[src/rtl/ahb_mtx_arb_out_if.sv]
// Bus-matrix output-stage arbitration bundle: per-port requests and current transfer
// attributes in, registered grant out.
interface ahb_mtx_arb_out_if #(
  parameter int unsigned NUM_PORTS = 6,
  parameter int unsigned PORT_W    = 3
);
  logic [NUM_PORTS-1:0] req_port;
  logic                 HREADYM;
  logic                 HSELM;
  logic [1:0]           HTRANSM;
  logic [2:0]           HBURSTM;
  logic                 HMASTLOCKM;
  logic [PORT_W-1:0]    addr_in_port;
  logic                 no_port;
  logic                 arb_hold;

  modport master (
    output req_port, HREADYM, HSELM, HTRANSM, HBURSTM, HMASTLOCKM,
    input  addr_in_port, no_port, arb_hold
  );

  modport slave (
    input  req_port, HREADYM, HSELM, HTRANSM, HBURSTM, HMASTLOCKM,
    output addr_in_port, no_port, arb_hold
  );
endinterface

[src/rtl/ahb_mtx_arb_out.sv]
// Output-stage arbiter for one AHB matrix slave port: fixed-priority or round-robin
// grant, held across locked transfers and bursts so a burst is never split.
module ahb_mtx_arb_out #(
  parameter int unsigned          NUM_PORTS = 6,
  parameter int unsigned          PORT_W    = 3,
  parameter logic [NUM_PORTS-1:0] PORT_MASK = 6'b101100,
  parameter int unsigned          ARB_MODE  = 0,
  parameter int unsigned          INCR_MAX  = 16
) (
  input  logic                HCLK,
  input  logic                HRESETn,
  ahb_mtx_arb_out_if.slave    bus
);

  typedef enum logic [1:0] {
    TR_IDLE   = 2'b00,
    TR_BUSY   = 2'b01,
    TR_NONSEQ = 2'b10,
    TR_SEQ    = 2'b11
  } htrans_e;

  typedef enum logic [2:0] {
    BU_SINGLE = 3'd0,
    BU_INCR   = 3'd1,
    BU_WRAP4  = 3'd2,
    BU_INCR4  = 3'd3,
    BU_WRAP8  = 3'd4,
    BU_INCR8  = 3'd5,
    BU_WRAP16 = 3'd6,
    BU_INCR16 = 3'd7
  } hburst_e;

  localparam logic [3:0]        INCR_LEN_M1 = 4'(INCR_MAX - 1);
  localparam logic [PORT_W-1:0] RR_RESET    = PORT_W'(NUM_PORTS - 1);

  logic [PORT_W-1:0]    r_addr;
  logic                 r_no_port;
  logic [3:0]           r_rem;
  logic [PORT_W-1:0]    r_rr_last;

  htrans_e              w_trans;
  hburst_e              w_burst;
  logic [3:0]           w_len_m1;
  logic                 w_active;
  logic                 w_hold;
  logic [NUM_PORTS-1:0] w_eff;
  logic                 w_lo_found;
  logic [PORT_W-1:0]    w_lo;
  logic                 w_lo_req;
  logic                 w_hi_found;
  logic [PORT_W-1:0]    w_hi;
  logic                 w_hi_req;
  logic [PORT_W-1:0]    w_win;
  logic                 w_win_req;
  logic [PORT_W-1:0]    w_addr_nxt;
  logic                 w_np_nxt;
  logic [3:0]           w_rem_nxt;
  logic [PORT_W-1:0]    w_rr_nxt;

  assign w_trans  = htrans_e'(bus.HTRANSM);
  assign w_burst  = hburst_e'(bus.HBURSTM);
  assign w_active = ~r_no_port & bus.HSELM;

  // Burst length minus one, i.e. beats still owed once the NONSEQ beat is accepted
  always_comb begin
    w_len_m1 = '0;
    unique case (w_burst)
      BU_SINGLE:           w_len_m1 = 4'd0;
      BU_INCR:             w_len_m1 = INCR_LEN_M1;
      BU_WRAP4,  BU_INCR4:  w_len_m1 = 4'd3;
      BU_WRAP8,  BU_INCR8:  w_len_m1 = 4'd7;
      BU_WRAP16, BU_INCR16: w_len_m1 = 4'd15;
      default:             w_len_m1 = 4'd0;
    endcase
  end

  assign w_hold = bus.HMASTLOCKM |
                  (w_active & (((w_trans == TR_NONSEQ) && (w_len_m1 != 4'd0)) ||
                               ((w_trans == TR_SEQ)    && (r_rem > 4'd1))     ||
                               ((w_trans == TR_BUSY)   && (r_rem != 4'd0))));

  // The currently granted port keeps competing while it still drives a live transfer
  always_comb begin
    w_eff = '0;
    for (int unsigned i = 0; i < NUM_PORTS; i++) begin
      w_eff[i] = PORT_MASK[i] &
                 (bus.req_port[i] |
                  (w_active & (w_trans != TR_IDLE) & (r_addr == PORT_W'(i))));
    end
  end

  // Round-robin: first eligible index above the last winner, else wrap to the lowest
  always_comb begin
    w_lo_found = 1'b0;
    w_lo       = '0;
    w_lo_req   = 1'b0;
    w_hi_found = 1'b0;
    w_hi       = '0;
    w_hi_req   = 1'b0;
    for (int unsigned i = 0; i < NUM_PORTS; i++) begin
      if (w_eff[i] && !w_lo_found) begin
        w_lo_found = 1'b1;
        w_lo       = PORT_W'(i);
        w_lo_req   = bus.req_port[i];
      end
      if (w_eff[i] && !w_hi_found && (i > 32'(r_rr_last))) begin
        w_hi_found = 1'b1;
        w_hi       = PORT_W'(i);
        w_hi_req   = bus.req_port[i];
      end
    end
    if ((ARB_MODE == 1) && w_hi_found) begin
      w_win     = w_hi;
      w_win_req = w_hi_req;
    end else begin
      w_win     = w_lo;
      w_win_req = w_lo_req;
    end
  end

  always_comb begin
    w_addr_nxt = r_addr;
    w_np_nxt   = r_no_port;
    w_rr_nxt   = r_rr_last;
    w_rem_nxt  = r_rem;

    if (!w_hold) begin
      if (|w_eff) begin
        w_addr_nxt = w_win;
        w_np_nxt   = 1'b0;
        if (w_win_req) begin
          w_rr_nxt = w_win;
        end
      end else if (!bus.HSELM) begin
        w_np_nxt = 1'b1;
      end
    end

    if (w_active) begin
      unique case (w_trans)
        TR_NONSEQ: w_rem_nxt = w_len_m1;
        TR_SEQ:    w_rem_nxt = (r_rem == 4'd0) ? 4'd0 : r_rem - 4'd1;
        TR_BUSY:   w_rem_nxt = r_rem;
        TR_IDLE:   w_rem_nxt = 4'd0;
        default:   w_rem_nxt = r_rem;
      endcase
    end

    if (w_np_nxt) begin
      w_rem_nxt = 4'd0;
    end
  end

  always_ff @(posedge HCLK) begin
    if (!HRESETn) begin
      r_addr    <= '0;
      r_no_port <= 1'b1;
      r_rem     <= '0;
      r_rr_last <= RR_RESET;
    end else if (bus.HREADYM) begin
      r_addr    <= w_addr_nxt;
      r_no_port <= w_np_nxt;
      r_rem     <= w_rem_nxt;
      r_rr_last <= w_rr_nxt;
    end
  end

  assign bus.addr_in_port = r_addr;
  assign bus.no_port      = r_no_port;
  assign bus.arb_hold     = w_hold;

endmodule
[src/flat_wrapper.sv]
// flat-port wrapper written by rule: the top's interface ports become plain ports
module ahb_mtx_arb_out_flat 
#(
  parameter int unsigned          NUM_PORTS = 6,
  parameter int unsigned          PORT_W    = 3,
  parameter logic [NUM_PORTS-1:0] PORT_MASK = 6'b101100,
  parameter int unsigned          ARB_MODE  = 0,
  parameter int unsigned          INCR_MAX  = 16
)
  (HCLK, HRESETn, bus_req_port, bus_HREADYM, bus_HSELM, bus_HTRANSM, bus_HBURSTM, bus_HMASTLOCKM, bus_addr_in_port, bus_no_port, bus_arb_hold);
  ahb_mtx_arb_out_if #(.NUM_PORTS(NUM_PORTS), .PORT_W(PORT_W)) bus_i ();
  input  logic HCLK;
  input  logic HRESETn;
  input wire logic [$bits(bus_i.req_port)-1:0] bus_req_port;
  input wire logic [$bits(bus_i.HREADYM)-1:0] bus_HREADYM;
  input wire logic [$bits(bus_i.HSELM)-1:0] bus_HSELM;
  input wire logic [$bits(bus_i.HTRANSM)-1:0] bus_HTRANSM;
  input wire logic [$bits(bus_i.HBURSTM)-1:0] bus_HBURSTM;
  input wire logic [$bits(bus_i.HMASTLOCKM)-1:0] bus_HMASTLOCKM;
  output wire logic [$bits(bus_i.addr_in_port)-1:0] bus_addr_in_port;
  output wire logic [$bits(bus_i.no_port)-1:0] bus_no_port;
  output wire logic [$bits(bus_i.arb_hold)-1:0] bus_arb_hold;
  assign bus_i.req_port = bus_req_port;
  assign bus_i.HREADYM = bus_HREADYM;
  assign bus_i.HSELM = bus_HSELM;
  assign bus_i.HTRANSM = bus_HTRANSM;
  assign bus_i.HBURSTM = bus_HBURSTM;
  assign bus_i.HMASTLOCKM = bus_HMASTLOCKM;
  assign bus_addr_in_port = bus_i.addr_in_port;
  assign bus_no_port = bus_i.no_port;
  assign bus_arb_hold = bus_i.arb_hold;
  ahb_mtx_arb_out #(.NUM_PORTS(NUM_PORTS), .PORT_W(PORT_W), .PORT_MASK(PORT_MASK), .ARB_MODE(ARB_MODE), .INCR_MAX(INCR_MAX)) u_core (.HCLK(HCLK), .HRESETn(HRESETn), .bus(bus_i));
endmodule
[config.mk]
export PLATFORM = sky130hd
export DESIGN_NAME = ahb_mtx_arb_out_flat
export DESIGN_NICKNAME = d
export VERILOG_FILES = /design/src/rtl/ahb_mtx_arb_out_if.sv /design/src/rtl/ahb_mtx_arb_out.sv /design/src/flat_wrapper.sv
export SDC_FILE = /design/constraint.sdc
export NUM_CORES = 1
export LEC_CHECK = 0
export BUFFER_PORTS_ARGS = -buffer_cell sky130_fd_sc_hd__buf_4
export CAP_MARGIN = 20
export CORE_AREA = 2 2 39 41
export CTS_BUF_LIST = sky130_fd_sc_hd__clkbuf_16
export CTS_CLUSTER_SIZE = 28
export DETAILED_ROUTE_END_ITERATION = 8
export DIE_AREA = 0 0 41 43
export GPL_TIMING_DRIVEN = 0
export PLACE_DENSITY = 0.74
export SYNTH_ARGS = -nofsm -noshare
export SYNTH_HDL_FRONTEND = slang
export SYNTH_SLANG_ARGS = --single-unit
[constraint.sdc]
create_clock -name HCLK -period 2.55 [get_ports HCLK]
set_input_delay 0.1275 -clock HCLK [delete_from_list [all_inputs] [get_ports HCLK]]
set_output_delay 0.1275 -clock HCLK [all_outputs]
set_load 0.03 [all_outputs]
# --- Word level (Yosys, flattened, before mapping) ---
# Memories as Yosys holds them, arrays and structs flattened.
# Cells that the tools add are included.
word_totals:
  inputBits: 16
  out_inout_bits: 5
  elab_cells: 55
  mem_bits_ro: 32
  memories: 1
  ff_bits: 8
op_classes:
  muxes: 12
  add_sub_neg: 1
  n_eq_ne: 7
  bitwise_logic: 12
  n_lt_le_gt_ge: 1
  reduce_logical: 18
mem_list:
  columns: ["name", "words", "width", "read_ports", "rd_clocked_by_memory_dff", "write_ports", "line", "text"]
  rows:
  - ["(name not given)", 8, 4, 1, 0, 0, "ahb_mtx_arb_out.sv:67", "unique case (w_burst)"]
op_table:
  columns: ["operator", "count"]
  rows:
  - ["4-bit 2-to-1 mux", 3]
  - ["4-bit one-hot mux with 3 select lines", 1]
  - ["4-bit nonzero test", 2]
  - ["1-bit bitwise AND", 6]
  - ["3-bit by 2-bit == test with 1-bit output, second input constant", 2]
  - ["3-bit AND reduction", 2]
  - ["1-bit logical AND", 5]
  - ["1-bit 2-to-1 mux", 5]
  - ["2-bit == test, second input constant", 2]
  - ["4-bit by 1-bit > comparator with 1-bit output, second input constant", 1]
  - ["4-bit logical NOT", 1]
  - ["2-bit 2-to-1 mux", 2]
  - ["1-bit bitwise OR", 4]
  - ["2-bit nonzero test", 2]
  - ["4-bit by 1-bit subtractor with 4-bit output, second input constant", 1]
  - ["3-bit == test, second input constant", 1]
  - ["3-bit 2-to-1 mux", 1]
  - ["3-bit OR reduction", 1]
  - ["2-bit by 1-bit == test with 1-bit output, second input constant", 1]
  - ["1-bit logical NOT", 2]
  - ["2-bit logical NOT", 1]
  - ["1-bit logical OR", 2]
  - ["2-bit by 1-bit != test with 1-bit output, second input constant", 1]
  - ["1-bit NOT", 2]

# --- Longest topological paths before layout ---
logic_depth:
  depth_word: 12
  ltp_mapped: 6
  ltp_nobuf: 6

# --- Worst setup path after synthesis ---
# No wires, ideal clock.
synth_path:
  path_type: "reg2reg"
  from: "register u_core.r_no_port (netlist: u_core.bus.no_port)"
  to: "register u_core.r_addr[2] (netlist: u_core.bus.addr_in_port[2])"
  required_ps: 2431
  arrival_time_ps: 1403
  stages_incl_launch_ff: 5
  setup_slack_ps: 1028
  period_less_slack_ps: 1522
  path_buffers: 0
  setup_ps: 119
  cell_sequence: "dfxtp_1 -> nand2b_1 -> o32ai_1 -> nor3_1 -> o221a_1"
synth_via:
  elab_chain_len: 12
  word_cells_on_any_way: 21
  cone_classes: "mux: 3; bitwise: 12; reduce/logical: 6"
synth_rtl:
  columns: ["element", "line", "text"]
  rows:
  - ["start, declared", "ahb_mtx_arb_out.sv:37", "logic r_no_port;"]
  - ["start signal, assigned", "ahb_mtx_arb_out.sv:162", "r_no_port <= w_np_nxt;"]
  - ["1-bit NOT (*)", "ahb_mtx_arb_out.sv:62", "assign w_active = ~r_no_port & bus.HSELM;"]
  - ["1-bit bitwise AND (*)", "ahb_mtx_arb_out.sv:62", null]
  - ["1-bit bitwise AND", null, null]
  - ["1-bit bitwise AND", "ahb_mtx_arb_out.sv:88", "(w_active & (w_trans != TR_IDLE) & (r_addr == PORT_W'(i))));"]
  - ["1-bit bitwise OR", "ahb_mtx_arb_out.sv:87", "(bus.req_port[i] |"]
  - ["1-bit 2-to-1 mux", "ahb_mtx_arb_out.sv:101", "if (w_eff[i] && !w_lo_found) begin"]
  - ["1-bit logical NOT", "ahb_mtx_arb_out.sv:101", null]
  - ["1-bit logical AND", "ahb_mtx_arb_out.sv:101", null]
  - ["1-bit 2-to-1 mux", "ahb_mtx_arb_out.sv:101", null]
  - ["1-bit logical NOT", null, null]
  - ["1-bit logical AND", "ahb_mtx_arb_out.sv:101", null]
  - ["3-bit 2-to-1 mux", "ahb_mtx_arb_out.sv:101", null]
  - ["end signal, assigned", "ahb_mtx_arb_out.sv:161", "r_addr <= w_addr_nxt;"]
  - ["end, declared", "ahb_mtx_arb_out.sv:36", "logic [PORT_W-1:0] r_addr;"]
# Every way passes the cells marked *; elsewhere a longest branch is shown, timed or not.
# A chain may end at the register's enable or synchronous reset.

# --- Worst setup path in the final report ---
layout_path:
  from: "register u_core.r_rem[2]"
  to: "output port bus_arb_hold"
layout_via:
  elab_chain_len: 6
  word_cells_on_any_way: 8
  cone_classes: "order compare: 1; bitwise: 2; reduce/logical: 5"
layout_rtl:
  columns: ["element", "line", "text"]
  rows:
  - ["start, declared", "ahb_mtx_arb_out.sv:38", "logic [3:0] r_rem;"]
  - ["start signal, assigned", "ahb_mtx_arb_out.sv:163", "r_rem <= w_rem_nxt;"]
  - ["4-bit by 1-bit > comparator with 1-bit output", "ahb_mtx_arb_out.sv:79", "((w_trans == TR_SEQ) && (r_rem > 4'd1)) ||"]
  - ["1-bit logical AND", "ahb_mtx_arb_out.sv:79", null]
  - ["1-bit logical OR", "ahb_mtx_arb_out.sv:78", "(w_active & (((w_trans == TR_NONSEQ) && (w_len_m1 != 4'd0)) ||"]
  - ["1-bit logical OR (*)", "ahb_mtx_arb_out.sv:79", null]
  - ["1-bit bitwise AND (*)", "ahb_mtx_arb_out.sv:78", null]
  - ["1-bit bitwise OR (*)", "ahb_mtx_arb_out.sv:77", "assign w_hold = bus.HMASTLOCKM |"]
  - ["end, declared", "flat_wrapper.sv:22", "output wire logic [$bits(bus_i.arb_hold)-1:0] bus_arb_hold;"]
# Marked as above.

==> results by group <==
Run status
  • Status: finished, final reports clean

Timing
  • Hold Vio Cnt, Final: 0
  • Worst rel slew slack: roughly two thirds
  • Fmax: 567 MHz
  • Fin crit share: between 60% and 70%
  • Setup Skew: ~2.7 ps
  • Worst-Margin Slew: 502 ps
  • PnR worst setup slack: 787 ps
  • Final setup TNS: 0 ps
  • # setup viols final: 0
  • Minimum clock period: 1760 ps
  • RSZ-0062 raised after global routing: false
  • Pins Over Slew Limit: 0

Routing
  • WL final: 1370 um
  • DR WL met3: 45 um
  • Avg Vias per Cell: 5.70
  • Top routing layer in use: met3
  • Met1 Wirelength: around 600 um
  • WL met2: a little over 700 um
  • Wire per inst: 12.8 um
  • DRC: 0
  • Initial DRC count: 17
  • Total number of vias: 610
  • DR pass1 iterations: 4
  • Detail Route Antenna Nets: 0

Setup path
  • R2r endpoint: u_core.bus.addr_in_port[0]
  • CP Cell Sequence: a2111oi_2 -> o32ai_1 -> or2_2 -> buf_4
  • CP arrival: around 1600 ps
  • CP Launch Type: register
  • WS Path Type: reg -> out
  • Worst reg-to-reg setup slack: 960 ps
  • Critical R2R Launch: u_core.r_rem[2]
  • Cells on worst reg2reg path: 4
  • Critical Path Fanout Max: 6
  • Slowest CP cell: a2111oi_2
  • Worst path max stage delay: just under 400 ps
  • Critical Path RT: 2420 ps
  • Crit. End Element: primary output

Pwr
  • Int Power: roughly 0.00037 W
  • Total power: between 0.0004 and 0.0005 W
  • Sequential fraction of design power: 28.7%
  • Sw power: between 0.0001 and 0.00015 W
  • Leakage: 0.328 nW
  • Worst-case vdd ir drop: 0.000401 V
  • Switching share of power: a little over a fifth
  • Logic pwr share: between 10% and 20%
  • Clock power share: 55.1%
  • Power Density: 588 nW/um^2

Synthesis
  • Syn avg cell area: between 8 and 9 sq um
  • Seq/Total Area, Yosys: 27.7%
  • Yosys top cell area share: 27.7%
  • Area leader, netlist: dfxtp_1
  • Asr flop ratio synth: 0%
  • Top_reg_cell synth: dfxtp_1
  • Yosys Warn Count: 0
  • Post-synth EDFFs: 0
  • Synth Cell Area: 578 sq um
  • Largest cells by area after synthesis: dfxtp_1 28%, ha_1 8.7%, nor3_1 6.9%
  • Seq cells post-synth: 8
  • Synth Net Count: 91
  • Synth cell types: 28
  • Mapped Cells: 71

Clock network
  • CTS root buffer: clkbuf_16
  • CTS Hold Bufs: 0
  • Worst-path clk slew: 40 ps
  • Clock Latency Late Sink: 230 ps
  • CTS H-Tree Depth: 1
  • Postcts setup bufs: 0
  • CTS Buffer Depth: 2
  • Cells resized by post-CTS repair: 0
  • CTS tree: done
  • CTS buffer count: 3
  • Clock sinks: 8

Hold path
  • Worst min path class: in -> reg
  • Worst hold start: HRESETn
  • Hold Path Sink: u_core.bus.no_port
  • Hold-critical path depth: 2

Global routing
  • Pin count of the biggest net entering global routing: 8
  • GRT Util Overall: 19.1%
  • Grt total ovfl: 0
  • Initial antenna violation count: 0
  • First-pass GRT wire length: 2340 um
  • Vias in the first global route: 572

Final layout
  • Layout cell share with drive strength beyond 1: 28.6%
  • Layout area overhead: 38.5%
  • Final #Nets: 113
  • Diodes inserted: 0
  • Final Instance Count excl. Fillers: 107
  • Leading cell type in the layout, fill and taps excluded: buf_4
  • Filler cells: between 100 and 150
  • Core Util, Final: between 50% and 60%
  • Most frequent cells in the layout: 17 x buf_4, 8 x nor3_1, 8 x dfxtp_1

Floorplan
  • Die W: between 40 and 50 um
  • Die height: 43 um
  • I/O pins: 21
  • # rows: 14
  • Initial Util: 41.8%
  • Die area: 1760 sq um
  • Core area: 1380 sq um

Place
  • IO Port Bufs: 17
  • GP Congestion: 0.759
  • Setup WS pre-CTS: 759 ps
  • HPWL Detailed: between 1000 and 1500 um
  • Placed cell count: 104

Run
  • MaxCap Viol Count: 0
[worst max-delay path, delay by kind of cell, from the launching register on]
kind | cells | cell delay (ps)
compound gates | 2 | 580
flops | 1 | 340
simple gates | 1 | 310
buf+inv | 1 | 170
[cells in the mapped netlist (2+ instances only)]
cell type  count
nor2b_1        2
nand2b_1       3
a21oi_1        5
inv_1          5
nand2_1        3
ha_1           4
dfxtp_1        8
nor3_1         8
nor2_1         4
or3b_2         2
o21ai_0        5
nand3_1        4
nor3b_1        2
o221a_1        2
[power by group through the flow]
stage	clock (W)	combinational (W)	sequential, W
final	0.000260	0.0000763	0.000135
after global routing	0.000269	0.0000826	0.000136
after CTS	0.000263	0.0000766	0.000135
after detailed placement	0	0.0000760	0.000137
after global placement	0	0.0000740	0.000137
after floorplan	0	0.0000343	0.000144
[cells by family after synthesis]
group,count (synthesis),synth area share (%)
buffers and inverters,5,3.25
and+or+nand+nor,34,34.2
adders and majority gates,4,8.66
AOI/OAI and AO/OA,19,24.7
xor gates and xnor gates,1,1.52
DFF,8,27.7
[stage by stage]
stage          cell area (sq um)  hold WS [ps]
5_1_grt                      801           126
3_3_place_gp                 726           337
2_1_floorplan                578           189
3_5_place_dp                 726           337
6_report                     801           114
4_1_cts                      801           111
[layer usage]
layer  up-vias  track usage (%)
li1        306                -
met1       295             23.6
met2         9             30.0
met3         0             7.85
met4         0             4.00
met5         -                0
[final cells by class]
type                            count  area (sq um)  share of cell area [%]
Inverter                            5          18.8                    2.34
Timing Repair Buffer               17           128                    15.9
Multi-Input combinational cell     58           399                    49.8
Sequential cell                     8           160                    20.0
Clock buffer                        3          75.1                    9.38
Tap cell                           16          20.0                    2.50
[flip-flops by register name, indices dropped and copies added (netlist names)]
| signal | cells |
|---|---|
| u_core.r_rem | 4 |
| u_core.bus.addr_in_port | 3 |
| u_core.bus.no_port | 1 |
[worst max-delay path by stage]
| stage | from | to | slack (ps) | cells after the start |
|---|---|---|---|---|
| after floorplan | u_core.bus.no_port | u_core.bus.addr_in_port[2] | 1030 | 4 |
| after global placement | bus_HTRANSM[1] | u_core.bus.addr_in_port[0] | 840 | 7 |
| after detailed placement | bus_HTRANSM[1] | u_core.bus.addr_in_port[0] | 760 | 7 |
| after CTS | u_core.r_rem[2] | bus_arb_hold | 770 | 4 |
| after global routing | u_core.r_rem[0] | bus_arb_hold | 640 | 4 |
| final | u_core.r_rem[2] | bus_arb_hold | 790 | 4 |
(Power assumes the default switching activity.)
